==> src/rtl/uart_tx_arbiter.sv <==
// uart_tx_arbiter
//   Routes one of NUM_CHANNELS same-clock UART TX lines onto the board TXD pin.
//   A change of 'sel' is deferred until both the outgoing and the incoming line
//   have been idle (mark) for IDLE_CYCLES = IDLE_BITS * BAUD_PERIOD cycles, so a
//   switch never truncates a character or starts mid-character.
//
//   Optional feature, enabled by defining UART_TX_ARB_FORCE_SWITCH_EN:
//   if a switch has been pending for FORCE_TIMEOUT cycles, the switch is forced,
//   'forced' pulses, and TXD is held at mark for IDLE_CYCLES cycles before the
//   new source is routed. Without the macro a busy channel blocks switching.
//
// Ports
//   clk            system clock
//   reset_n        asynchronous reset, active low
//   sync_reset     synchronous reset, active high (same effect as reset_n)
//   tx_in          UART TX line per source, idle high
//   sel            requested channel, level sensitive
//   TXD            registered UART output to the pad
//   sel_active     channel currently routed
//   switch_pending high while a requested switch is waiting or executing
//   sel_error      one-cycle pulse when an out-of-range sel is first seen
//   forced         one-cycle pulse on a forced switch (0 without the feature)

module uart_tx_arbiter #(
    parameter int unsigned NUM_CHANNELS  = 2,
    parameter int unsigned SEL_WIDTH     = 1,
    parameter int unsigned BAUD_PERIOD   = 868,
    parameter int unsigned IDLE_BITS     = 11,
    parameter int unsigned FORCE_TIMEOUT = 1000000
) (
    input  logic                    clk,
    input  logic                    reset_n,
    input  logic                    sync_reset,
    input  logic [NUM_CHANNELS-1:0] tx_in,
    input  logic [SEL_WIDTH-1:0]    sel,
    output logic                    TXD,
    output logic [SEL_WIDTH-1:0]    sel_active,
    output logic                    switch_pending,
    output logic                    sel_error,
    output logic                    forced
);

    localparam int unsigned IDLE_CYCLES = IDLE_BITS * BAUD_PERIOD;
    localparam int unsigned CNT_W       = $clog2(IDLE_CYCLES + 1);
    localparam logic [CNT_W-1:0] CNT_MAX = CNT_W'(IDLE_CYCLES);
    // The forcing cycle itself already drives mark, so GAP lasts one cycle less
    // than IDLE_CYCLES to give exactly IDLE_CYCLES mark cycles on TXD.
    localparam logic [CNT_W-1:0] GAP_LAST = CNT_W'((IDLE_CYCLES > 1) ? IDLE_CYCLES - 2 : 0);

    // Elaboration-time parameter checks
    if (NUM_CHANNELS < 2 || NUM_CHANNELS > 16) begin : g_bad_num_channels
        $error("NUM_CHANNELS must be in 2..16");
    end
    if ((64'd1 << SEL_WIDTH) < 64'(NUM_CHANNELS)) begin : g_bad_sel_width
        $error("SEL_WIDTH too small for NUM_CHANNELS");
    end
    if (IDLE_CYCLES < 1) begin : g_bad_idle
        $error("IDLE_BITS * BAUD_PERIOD must be at least 1");
    end
    if (FORCE_TIMEOUT < 1) begin : g_bad_timeout
        $error("FORCE_TIMEOUT must be at least 1");
    end

`ifdef UART_TX_ARB_FORCE_SWITCH_EN
    typedef enum logic [1:0] {StNormal, StPending, StSwitch, StGap} state_e;
    localparam int unsigned TMR_W = $clog2(FORCE_TIMEOUT + 1);
    localparam logic [TMR_W-1:0] TMR_LAST = TMR_W'(FORCE_TIMEOUT - 1);
`else
    typedef enum logic [1:0] {StNormal, StPending, StSwitch} state_e;
`endif

    state_e                  state_q, state_d;
    logic [SEL_WIDTH-1:0]    sel_active_q, sel_active_d;
    logic [SEL_WIDTH-1:0]    target_q, target_d;
    logic                    txd_q, txd_d;
    logic                    sel_error_q, sel_error_d;
    logic                    err_seen_q, err_seen_d;
    logic [SEL_WIDTH-1:0]    err_sel_q, err_sel_d;

    logic [CNT_W-1:0]        idle_cnt_q [NUM_CHANNELS];
    logic [CNT_W-1:0]        idle_cnt_d [NUM_CHANNELS];
    logic [NUM_CHANNELS-1:0] quiet;

    logic                    active_line;
    logic                    active_quiet;
    logic                    target_quiet;
    logic                    sel_illegal;

`ifdef UART_TX_ARB_FORCE_SWITCH_EN
    logic [TMR_W-1:0]        timer_q, timer_d;
    logic [CNT_W-1:0]        gap_q, gap_d;
    logic                    forced_q, forced_d;
`endif

    // ------------------------------------------------------------------
    // Per-channel saturating idle counters
    // ------------------------------------------------------------------
    always_comb begin
        for (int i = 0; i < NUM_CHANNELS; i++) begin
            idle_cnt_d[i] = idle_cnt_q[i];
            if (sync_reset || !tx_in[i]) begin
                idle_cnt_d[i] = '0;
            end else if (idle_cnt_q[i] != CNT_MAX) begin
                idle_cnt_d[i] = idle_cnt_q[i] + CNT_W'(1);
            end
            // Qualified with the live level: a line that falls in the very cycle
            // the switch would be taken is not treated as quiet.
            quiet[i] = (idle_cnt_q[i] == CNT_MAX) && tx_in[i];
        end
    end

    always_ff @(posedge clk or negedge reset_n) begin
        if (!reset_n) begin
            for (int i = 0; i < NUM_CHANNELS; i++) begin
                idle_cnt_q[i] <= '0;
            end
        end else begin
            for (int i = 0; i < NUM_CHANNELS; i++) begin
                idle_cnt_q[i] <= idle_cnt_d[i];
            end
        end
    end

    // ------------------------------------------------------------------
    // Channel selection helpers (compare loops avoid over-wide indices)
    // ------------------------------------------------------------------
    always_comb begin
        active_line  = 1'b1;
        active_quiet = 1'b0;
        target_quiet = 1'b0;
        for (int i = 0; i < NUM_CHANNELS; i++) begin
            if (sel_active_q == SEL_WIDTH'(i)) begin
                active_line  = tx_in[i];
                active_quiet = quiet[i];
            end
            if (sel == SEL_WIDTH'(i)) begin
                target_quiet = quiet[i];
            end
        end
    end

    assign sel_illegal = (32'(sel) >= NUM_CHANNELS);

    // ------------------------------------------------------------------
    // Control FSM: next state and registered outputs
    // ------------------------------------------------------------------
    always_comb begin
        state_d      = state_q;
        sel_active_d = sel_active_q;
        target_d     = target_q;
        txd_d        = active_line;
        sel_error_d  = 1'b0;
        err_seen_d   = err_seen_q;
        err_sel_d    = err_sel_q;
`ifdef UART_TX_ARB_FORCE_SWITCH_EN
        timer_d      = '0;
        gap_d        = gap_q;
        forced_d     = 1'b0;
`endif

        // A legal sel re-arms the error pulse.
        if (!sel_illegal) begin
            err_seen_d = 1'b0;
        end

        unique case (state_q)
            StNormal: begin
                if (sel_illegal) begin
                    if (!err_seen_q || (sel != err_sel_q)) begin
                        sel_error_d = 1'b1;
                        err_seen_d  = 1'b1;
                        err_sel_d   = sel;
                    end
                end else if (sel != sel_active_q) begin
                    state_d = StPending;
                end
            end

            StPending: begin
                // The target is the live sel; target_q only carries it into SWITCH.
                if (sel_illegal || (sel == sel_active_q)) begin
                    state_d = StNormal;
                end else if (active_quiet && target_quiet) begin
                    state_d  = StSwitch;
                    target_d = sel;
                end
`ifdef UART_TX_ARB_FORCE_SWITCH_EN
                else if (timer_q == TMR_LAST) begin
                    state_d      = StGap;
                    sel_active_d = sel;
                    forced_d     = 1'b1;
                    txd_d        = 1'b1;
                    gap_d        = '0;
                end else begin
                    timer_d = timer_q + TMR_W'(1);
                end
`endif
            end

            StSwitch: begin
                sel_active_d = target_q;
                txd_d        = 1'b1;
                state_d      = StNormal;
            end

`ifdef UART_TX_ARB_FORCE_SWITCH_EN
            StGap: begin
                // Hold mark so the receiver resynchronises; sel is ignored here.
                txd_d = 1'b1;
                if (gap_q == GAP_LAST) begin
                    state_d = StNormal;
                end else begin
                    gap_d = gap_q + CNT_W'(1);
                end
            end
`endif

            default: begin
                state_d = StNormal;
            end
        endcase

        if (sync_reset) begin
            state_d      = StNormal;
            sel_active_d = '0;
            target_d     = '0;
            txd_d        = 1'b1;
            sel_error_d  = 1'b0;
            err_seen_d   = 1'b0;
            err_sel_d    = '0;
`ifdef UART_TX_ARB_FORCE_SWITCH_EN
            timer_d      = '0;
            gap_d        = '0;
            forced_d     = 1'b0;
`endif
        end
    end

    always_ff @(posedge clk or negedge reset_n) begin
        if (!reset_n) begin
            state_q      <= StNormal;
            sel_active_q <= '0;
            target_q     <= '0;
            txd_q        <= 1'b1;
            sel_error_q  <= 1'b0;
            err_seen_q   <= 1'b0;
            err_sel_q    <= '0;
        end else begin
            state_q      <= state_d;
            sel_active_q <= sel_active_d;
            target_q     <= target_d;
            txd_q        <= txd_d;
            sel_error_q  <= sel_error_d;
            err_seen_q   <= err_seen_d;
            err_sel_q    <= err_sel_d;
        end
    end

`ifdef UART_TX_ARB_FORCE_SWITCH_EN
    always_ff @(posedge clk or negedge reset_n) begin
        if (!reset_n) begin
            timer_q  <= '0;
            gap_q    <= '0;
            forced_q <= 1'b0;
        end else begin
            timer_q  <= timer_d;
            gap_q    <= gap_d;
            forced_q <= forced_d;
        end
    end

    assign forced = forced_q;
`else
    assign forced = 1'b0;
`endif

    assign TXD            = txd_q;
    assign sel_active     = sel_active_q;
    assign switch_pending = (state_q == StPending) || (state_q == StSwitch);
    assign sel_error      = sel_error_q;

endmodule

==> config.mk <==
export PLATFORM = sky130hd
export DESIGN_NAME = uart_tx_arbiter
export DESIGN_NICKNAME = d
export VERILOG_FILES = /design/src/rtl/uart_tx_arbiter.sv
export SDC_FILE = /design/constraint.sdc
export NUM_CORES = 1
export LEC_CHECK = 0
export CAP_MARGIN = 10
export CORE_MARGIN = 1
export CORE_UTILIZATION = 53
export DETAILED_ROUTE_END_ITERATION = 8
export GPL_TIMING_DRIVEN = 0
export PLACE_DENSITY = 0.75
export SLEW_MARGIN = 10
export SYNTH_ARGS = -nofsm -noshare
export SYNTH_HDL_FRONTEND = slang
export SYNTH_SLANG_ARGS = --single-unit
==> constraint.sdc <==
create_clock -name clk -period 2.2 [get_ports clk]
set_clock_uncertainty 0.2 [all_clocks]
set_input_delay 0.22 -clock clk [delete_from_list [all_inputs] [get_ports clk]]
set_output_delay 0.22 -clock clk [all_outputs]
set_load 0.03 [all_outputs]
* After elaboration in Yosys (flattened, before gate mapping) *
Index checks and enable logic that the tools add are counted.

operators by class
  add/subtract/negate cells = 2
  eq/ne operators = 11
  reduce and logical (&&, ||, !) cells = 16
  multiplexer cells = 20

operator list
  cell                   number
  $mux 14                4
  $add 14x1->14 const B  2
  $eq 14x14->1 const B   2
  $ne 14x14->1 const B   2
  $mux 1                 11
  $reduce_bool 2->1      5
  $mux 2                 4
  $ne 4x4->1 const B     1
  $pmux 2 s2             1
  $logic_and 1x1->1      3
  $logic_or 1x1->1       3
  $ne 3x3->1 const B     1
  $reduce_and 3->1       1
  $eq 2x1->1 const B     1
  $eq 2x2->1 const B     1
  $logic_not 1->1        2
  $logic_not 2->1        1
  $ne 2x2->1 const B     1
  $reduce_and 2->1       1
  $eq 1x1->1             1
  $ne 1x1->1             1

word-level totals
  bits in registers = 33
  bits of input ports = 6
  output and inout bits = 5
  word-level logic and storage cells = 55

* Depth between registers and ports, before layout *
  word-level depth = 8
  mapped depth = 6
  gate-level depth less buffers = 6

* Least setup slack after synthesis *
No wires, ideal clock.

  kind = register to register
  start = reg idle_cnt_q[14] in the netlist's numbering
  end = reg idle_cnt_q[15] in the netlist's numbering
  cell stages (with the launch flop) = 7
  path slack = 0.111 ns
  setup time = 0.132 ns
  data arrival time = 1.757 ns
  period minus slack after synthesis = 2.089 ns
  data required time = 1.868 ns
  buffers on the path = 0
  path through = dfrtp_1 inv_1 ha_1 or4b_4 nor4_4 mux2i_1 nor2_1

between the ends
  longest elaborated chain between the ends = 3
  elaborated cells between the ends (all ways) = 5
  those cells by class = add/sub (1); eq/ne (1); mux (2); reduce/logical (1)

RTL lines
  what                               line  RTL
  from (decl)                        80    logic [CNT_W-1:0] idle_cnt_q [NUM_CHANNELS];
  from (signal, indexed assignment)  119   idle_cnt_q[i] <= idle_cnt_d[i];
  $add 14x1->14                      104   idle_cnt_d[i] = idle_cnt_q[i] + CNT_W'(1);
  $mux 14                            103   end else if (idle_cnt_q[i] != CNT_MAX) begin
  $mux 14                            101   if (sync_reset || !tx_in[i]) begin

Several ways; a longest one is shown, not always the timed one. The select of a mux whose other input is x is not followed.
A chain may end at the register's enable or synchronous reset.

* Final worst setup path *
Same ends and word-level chain as after synthesis.

==> impl_metrics.py <==
metrics = {
    "placement": {
        "gp_congestion": 0.8458,
        "portBuffers": 8,
        "place_inst": 254,
        "place_ws_ns": -0.09461,
        "dp_hpwl_um": 2571,
    },
    "pwr": {
        "power.switching_uw": 261.9,
        "netSwitchingFraction_pct": 23.88,
        "p_int_uw": 834.7,
        "p_per_area_nw_per_um2": 506.3,
        "clkPwrFrac_pct": 34.8,
        "ir_drop_mv": 0.3189,
        "pwr-share-comb_pct": 8.6,
        "pwr-share-seq_pct": 56.6,
        "p_total_uw": 1097,
        "leakage_uw": 0.0008642,
    },
    "sta": {
        "hold_slack_ns": 0.2616,
        "fmax_mhz": 470.3,
        "finalHoldViolCount": 0,
        "worst_slack_ns": 0.07352,
        "fin_crit_ns": 2.126,
        "period_share_pct": 96.66,
        "slew_viol_final": 0,
        "max_slew_margin_pct": 52.64,
        "setup_viol": 0,
        "tightest_slew_ns": 0.7104,
    },
    "floorplanning": {
        "die-area_um2": 3859,
        "ios": 11,
        "dieWidth_um": 62.12,
        "rows": 21,
        "initial_utilization_pct": 56.52,
        "core_um2": 3390,
        "dieHeight_um": 62.12,
    },
    "critical_path": {
        "r2r_start": "idle_cnt_q[14]",
        "r2r-end": "idle_cnt_q[15]",
        "r2r_cells": 7,
        "setup.worst_path.start_class": "flip-flop",
        "cp_max_fo": 8,
        "arrival_ns": 2.13,
        "rrSetupSlack_ns": 0.07,
        "criticalPathCategory": "reg2reg",
        "cp-end-kind": "flip-flop",
        "required_ns": 2.20,
    },
    "drt": {
        "dr.pass1.iters": 4,
        "drc_errors": 0,
        "avgViaCountPerCell": 5.551,
        "num_vias": 1471,
        "routed_wl_um": 3545,
        "drt_iter0_drc": 94,
        "wl_per_cell_um": 13.38,
        "final_antenna_net_count": 0,
    },
    "clock_tree": {
        "cts_tree": "yes",
        "clock_path_buffers": 2,
        "cts-htree-levels": 2,
        "cts_sinks": 33,
        "clk_pin_slew_ns": 0.10,
        "cts_buffers": 5,
        "clk_latency_ns": 0.33,
        "clock_tree.root_cell": "clkbuf_4",
    },
    "job": {
        "cap_violations": 0,
    },
    "synth": {
        "synth_cells": 199,
        "synth-seq-area-share_pct": 43.17,
        "synthFlopType": "dfrtp_1",
        "postSynthAreaPerCell_um2": 9.626,
        "synth_seq_cells": 33,
        "synth_area_um2": 1916,
        "yosysUniqueCellTypes": 37,
        "ys_warn_count": 0,
        "synth_edf_count": 0,
        "async_reset_ff_share_pct": 100.0,
    },
    "cells_and_area": {
        "layout.cells.most_common_list": "32 x dfrtp_1, 24 x nor2_1, 13 x nand2_1, 11 x a21oi_1, 10 x nand4_1",
        "diodes": 0,
        "nets": 231,
        "final_common_cell": "dfrtp_1",
        "drive_above_1_share_pct": 15.07,
        "stdcell_count": 265,
        "syn_to_final_growth_pct": 13.06,
    },
    "global_route": {
        "grt_max_degree": 34,
        "antenna_found_initial": 0,
        "track_usage_pct": 21.36,
        "grt_pass1_wl_um": 6506,
        "first_global_vias": 1486,
        "grt.overflow.total": 0,
    },
    "run_status": {
        "outcome": "finished, final reports clean",
    },
    "worst_hold_path": {
        "hp-class": "in2async",
    },
}
==> cell families (layout without fill, tap and decap cells) <==
family          after synthesis  in the layout  share of synthesized area [%]
simple gates                 95             95                          30.63
compound gates               25             25                          7.316
xor+xnor                     16             16                          7.316
buf+inv                      16             35                          3.592
other cells                   1              2                         0.1958
fa+ha+maj                     7              7                          4.572
flops                        33             33                          43.17
mux                           6              6                          3.201
==> through the flow <==
| step | util, % | TNS [ns] | cell area (um^2) |
|---|---|---|---|
| 2_1_floorplan | - | 0 | 1919 |
| 3_3_place_gp | 60.69 | -0.01289 | 2057 |
| 3_5_place_dp | 60.54 | -0.1596 | 2052 |
| 4_1_cts | 62.86 | 0 | 2131 |
| 5_1_grt | 63.90 | -0.007933 | 2166 |
| 6_report | 63.90 | 0 | 2166 |
==> routing by layer <==
metal | vias to the layer above | global-route usage (%) | part of all wire [%] | routed length (um)
met5 | - | 0 | 0 | 0
met4 | 0 | 8.430 | 2.2 | 77
met3 | 7 | 5.147 | 3.9 | 140
met2 | 34 | 35.03 | 47 | 1677
met1 | 694 | 27.19 | 47 | 1650
li1 | 736 | - | - | -
==> worst max-delay path, stage by stage (launching register included) <==
cell     delay [ns]
dfrtp_1        0.42
inv_2          0.10
ha_4           0.12
or4b_4         0.50
nor4_4         0.24
buf_6          0.16
mux2i_2        0.21
nor2_1         0.06
==> flip-flops by register name, indices dropped and copies added, names as in the netlist <==
register    flops
state_q         2
TXD             1
idle_cnt_q     28
sel_active      1
target_q        1
==> power by group through the flow <==
| stage | Clock [uW] | Combinational, uW | Sequential (uW) |
|---|---|---|---|
| final | 382 | 94.4 | 620 |
| after global routing | 431 | 107 | 621 |
| after floorplan | 0 | 51.8 | 633 |
| after global placement | 0 | 89.6 | 631 |
| after CTS | 398 | 92.3 | 620 |
| after detailed placement | 0 | 92.0 | 632 |
==> layout make-up <==
| type | count | area (um^2) |
|---|---|---|
| fill | 276 | 1224 |
| timing repair buffer | 11 | 102.6 |
| clock buffer | 7 | 65.06 |
| buffer | 6 | 31.28 |
| sequential | 33 | 827.0 |
| clock inverter | 1 | 5.005 |
| tap | 46 | 57.56 |
| multi-input combinational | 151 | 1040 |
| inverter | 10 | 37.54 |
==> Yosys cell counts (all sizes together), types with 3 or more instances <==
cell type,count,area (um^2)
mux2i,5,50.05
a21oi,11,55.05
nor4,7,103.9
nor3,3,15.01
or4b,3,37.54
xnor2,8,70.07
nand4,10,62.56
nand2,13,48.80
xor2,8,70.07
nand3,8,40.04
o21ai,8,40.04
a211oi,3,22.52
nand2b,6,37.54
inv,10,37.54
and4,3,27.53
or3,9,60.06
dfrtp,32,800.8
ha,7,87.58
clkbuf,4,16.26
nor2,24,90.09
and2,3,18.77
==> worst max-delay path by stage <==
stage | start | slack (ns) | end
final | idle_cnt_q[14] | 0.07 | idle_cnt_q[15]
after global routing | idle_cnt_q[14] | -0.008 | idle_cnt_q[15]
after CTS | idle_cnt_q[14] | 0.02 | state_q[0]
after detailed placement | idle_cnt_q[14] | -0.09 | idle_cnt_q[15]
after global placement | idle_cnt_q[14] | -0.01 | idle_cnt_q[15]
after floorplan | idle_cnt_q[14] | 0.11 | idle_cnt_q[15]
==> repair_timing <==
| item | in CTS | in global routing |
|---|---|---|
| resized for setup | 1 | 6 |
| pin swaps | 1 | 5 |
| hold buffers | 1 | 0 |
| endpoints found under the hold margin | 32 | 0 |
| setup buffers | 0 | 2 |
| endpoints found under the setup margin | 6 | 10 |
Note: power is estimated with default switching activity, not from simulation.
==> patch 1, RTL diff (config.mk and constraints unchanged) <==
Set the parameter `IDLE_BITS` to 13 (it was 11).
--- a/src/rtl/uart_tx_arbiter.sv
+++ b/src/rtl/uart_tx_arbiter.sv
@@ -27,3 +27,3 @@
     parameter int unsigned BAUD_PERIOD   = 868,
-    parameter int unsigned IDLE_BITS     = 11,
+    parameter int unsigned IDLE_BITS     = 13,
     parameter int unsigned FORCE_TIMEOUT = 1000000
Behaviour: same outputs for any inputs over 10 cycles, from zero or initial values and one cycle with reset_n low; that may be too few to reach the edited logic, so the function may still have changed.
==> patch 1 against the unedited design <==
Maximum frequency is 3.0% lower. Routed wire length is 4.9% lower. Via count is 7.2% lower. Sequential share of layout area is 2.7 points higher. Hold slack better by 0.0031 ns. Sequential cell count stayed put. Design area is 6.5% lower. Worst setup slack worse by 0.066 ns. Power is 2.5% lower. Global-route usage is 0.35 points higher. Clock power is 8.9% lower. Area after synthesis is 7.0% lower. Critical path type unchanged. Largest cell class unchanged.
==> patch 1: results (changes against the unedited design) <==
metric,value,unit,change
M3 GR Usage,6.28,%,+1.1 points
sequential-to-total area share from yosys stat,46.4,%,+3.2 points
placed wire-length estimate,2380,µm,-7.4%
"top cells by count, synth","nor2_1 (35), dfrtp_1 (32), xnor2_1 (12)",,
Placed Cells,241,,-5.1%
Yosys cell types,38,,+2.7%
vias in the first global route,1353,,-9.0%
pre-CTS setup slack,-0.00684,ns,+0.0878 ns
worst stage delay on the critical path,0.46,ns,-0.04 ns
Max Fanout on Critical Path,4,,-4
grt met1 use,27.7,%,+0.52 points
GRT Util Overall,21.7,%,+0.35 points
Post-Layout Cell Count,252,,-4.9%
Clock buf/inv share,2.72,%,-0.52 points
end of the critical path,target_q$_DFFE_PN0P_,,
synth top area cells,"dfrtp_1 (45%), nor2_1 (7.4%), xnor2_1 (5.9%), ha_1 (4.9%), xor2_1 (4.4%)",,
comb_multi_in,143,,-5.3%
Power Dens Cells,528,mW/mm²,+4.3%
Gate Count Post-Synth,188,,-5.5%
status,completed,,
Worst Setup SP,idle_cnt_q[15]$_DFFE_PN0P_,,
Nets,221,,-4.3%
NonClk Buf Share,6.37,%,+0.18 points
share of cells above drive strength 1,11.1,%,-4.0 points
Non-clock buffers,16,,-1
M1 WL,1580,µm,-4.2%
leakage power,0.874,nW,+1.1%
fill count,282,,+2.2%
first-pass GRT wire length,5770,µm,-11%
# resized after CTS,2,,+1
met3 wire length,159,µm,+14%
Post-CTS Setup Bufs,2,,+2
peak supply drop,0.277,mV,-13%
-- patch 1: changes by cell type in the layout (fill, tap and decap cells not counted), sizes merged, moves of 4 or more --
cell / delta
a21oi: -5
and3: +8
nand4: -6
nor2: +11
nor4: -5
o21ai: -5
or3: -5
xnor2: +4
-- patch 1: report_power, final --
part,internal [mW],leakage [nW],switching (mW)
clock,0.151,0.0314,0.197
sequential,0.615,0.454,0.00690
combinational,0.0384,0.389,0.0609
total,0.804,0.874,0.265
-- patch 1: logic make-up (layout without fill, tap and decap cells) --
| kind of cell | count (synthesis) | count (layout) | synth area share (%) |
|---|---|---|---|
| fa+ha+maj | 7 | 7 | 4.92 |
| other cells | 1 | 2 | 0.210 |
| compound gates | 14 | 14 | 4.57 |
| xor+xnor | 21 | 21 | 10.3 |
| flops | 33 | 33 | 46.4 |
| simple gates | 96 | 96 | 28.7 |
| buf+inv | 13 | 32 | 3.16 |
| mux | 3 | 3 | 1.69 |
==> patch 2, RTL diff (same flow settings) <==
Made on the original files. Put one more register stage on the output `TXD`. The value now appears one clock later. The other outputs are not delayed to match. Comments in the files are not updated.
--- a/src/rtl/uart_tx_arbiter.sv
+++ b/src/rtl/uart_tx_arbiter.sv
@@ -276,3 +276,5 @@
 
-    assign TXD            = txd_q;
+    always_ff @(posedge clk) begin
+        TXD <= txd_q;
+    end
     assign sel_active     = sel_active_q;
Behaviour: not the same (Yosys sat finds a counterexample within 4 cycles, from zero or initial values and one cycle with reset_n low).
==> patch 2 against the unedited design <==
First-iteration DRC count shrank 28%. Count of clock-buffer cells in the layout is the same. Core utilization shrank 0.67 points. Design area shrank 0.29%. Sequential power grew 3%. Sequential cell count grew 1. Die area grew 1.0%. Power grew 0.45%. Worst setup slack gained 0.032 ns. Area after synthesis grew 1.0%. Synthesized cell count grew 0.50%. Routed wire length grew 7.3%.
==> patch 2: results (changes against the unedited design) <==
metric,value,unit,change
status,completed,,
R2R Path End,idle_cnt_q[1]$_DFFE_PN0P_,,
CP Capture Type,register,,
CTS Buf Count,5,,unchanged
Crit Reg-Reg Startpoint,idle_cnt_q[5]$_DFFE_PN0P_,,
synth top area cells,"dfrtp_1 (41%), nor2_1 (4.7%), ha_1 (4.5%), nor4_4 (4.4%), xnor2_1 (3.6%)",,
Gate Count Post-Synth,200,,+0.50%
met2 Usage GRT,37.6,%,+2.6 points
Yosys cell types,38,,+2.7%
M3 GR Usage,4.20,%,-0.95 points
final antenna diode count,0,,unchanged
Reg2Reg Depth,4,,-3
vias in the first global route,1570,,+5.7%
leakage power,0.872,nW,+0.88%
flop-to-flop setup slack,0.11,ns,+0.03 ns
grt met1 use,27.7,%,+0.52 points
fill count,288,,+4.3%
1st-iter DRT viols,68,,-28%
first-pass GRT wire length,6870,µm,+5.6%
worst rel slew slack,50.6,%,-2.0 points
max reg flops,28,,unchanged
vias post-DR,1503,,+2.2%
GRT Util Overall,21.9,%,+0.52 points
Max Freq,0.477,GHz,+1.5%
pre-CTS setup slack,-0.0606,ns,+0.0340 ns
Port Buffers,8,,unchanged
clk_lat worst skew,0.33,ns,about the same
"top cells by count, synth","dfrtp_1 (32), nor2_1 (24), nand2_1 (13)",,
Max Fanout on Critical Path,7,,-1
Nets,231,,unchanged
Final Wtd Congestion,0.860,,+1.7%
worst hold path type,reg2reg,,
peak supply drop,0.220,mV,-31%
Top Registers,"idle_cnt_q (28), state_q (2)",,
Post-Layout Cell Count,265,,unchanged
largest net degree at the start of global routing,34,,unchanged
Post-Place Cell Area,0.00207,mm²,+0.98%
sequential-to-total area share from yosys stat,43.8,%,+0.59 points
Critical Path AT,2.11,ns,-0.02 ns
Placed Cells,255,,+0.39%
share of cells above drive strength 1,13.2,%,-1.8 points
Root Buffer,clkbuf_4,,
H-tree depth,2,,unchanged
placed wire-length estimate,2710,µm,+5.5%
async set or reset register ratio after synthesis,97.1,%,-2.9 points
drt wl/cell,14.4,µm,+7.3%
-- patch 2: power breakdown --
| group | switching (mW) | total (mW) | internal (mW) |
|---|---|---|---|
| registers | 0.00661 | 0.639 | 0.633 |
| logic | 0.0582 | 0.0931 | 0.0349 |
| clock network | 0.214 | 0.369 | 0.155 |
| total | 0.279 | 1.10 | 0.823 |
-- patch 2: kinds of logic (layout without fill, tap and decap cells) --
| group | Yosys count | count (layout) | synth area share (%) |
|---|---|---|---|
| compound gates | 25 | 25 | 7.24 |
| simple gates | 95 | 95 | 30.3 |
| buf+inv | 16 | 34 | 3.55 |
| fa+ha+maj | 7 | 7 | 4.52 |
| flops | 34 | 34 | 43.8 |
| mux | 6 | 6 | 3.17 |
| other cells | 1 | 2 | 0.194 |
| xor+xnor | 16 | 16 | 7.24 |
-- patch 2: critical path, cell delays in order, from the launching register on --
cell and delay [ns]:
dfrtp_1 0.46, or4b_4 0.61, nor4_4 0.41, mux2i_1 0.24
nor2_1 0.05
-- patch 2: area by class of cell --
cell class                      count  area [µm²]  share of cell area (%)
Multi-Input combinational cell    151        1030                    47.6
Buffer                              6        31.3                    1.45
Sequential cell                    34         847                    39.2
Clock buffer                        7        55.1                    2.55
Clock inverter                      1        5.00                   0.232
Tap cell                           46        57.6                    2.67
Timing Repair Buffer               10        98.8                    4.58
Inverter                           10        37.5                    1.74
-- patch 2: repair_timing --
item,CTS,global route
pin swaps,2,3
endpoints found under the setup margin,6,8
hold endpoints to repair,32,0
gates resized for setup,0,4
hold buffers,1,0
buffers inserted,0,1
-- patch 2: routing by layer --
| layer | vias up | routed length [µm] |
|---|---|---|
| li1 | 733 | - |
| met1 | 746 | 1790 |
| met2 | 17 | 1860 |
| met3 | 7 | 91 |
| met4 | 0 | 57 |
| met5 | - | 0 |
-- patch 2: worst min path at each step --
stage                          from                        end  slack (ns)  cells past startpoint
finish              txd_q$_DFF_PN1_                TXD$_DFF_P_        0.20                      0
global route        txd_q$_DFF_PN1_                TXD$_DFF_P_        0.21                      0
CTS                 txd_q$_DFF_PN1_                TXD$_DFF_P_        0.20                      0
detailed placement          reset_n  idle_cnt_q[3]$_DFFE_PN0P_        0.12                      1
global placement    txd_q$_DFF_PN1_                TXD$_DFF_P_        0.19                      0
floorplan                   reset_n  idle_cnt_q[0]$_DFFE_PN0P_       -0.28                      0
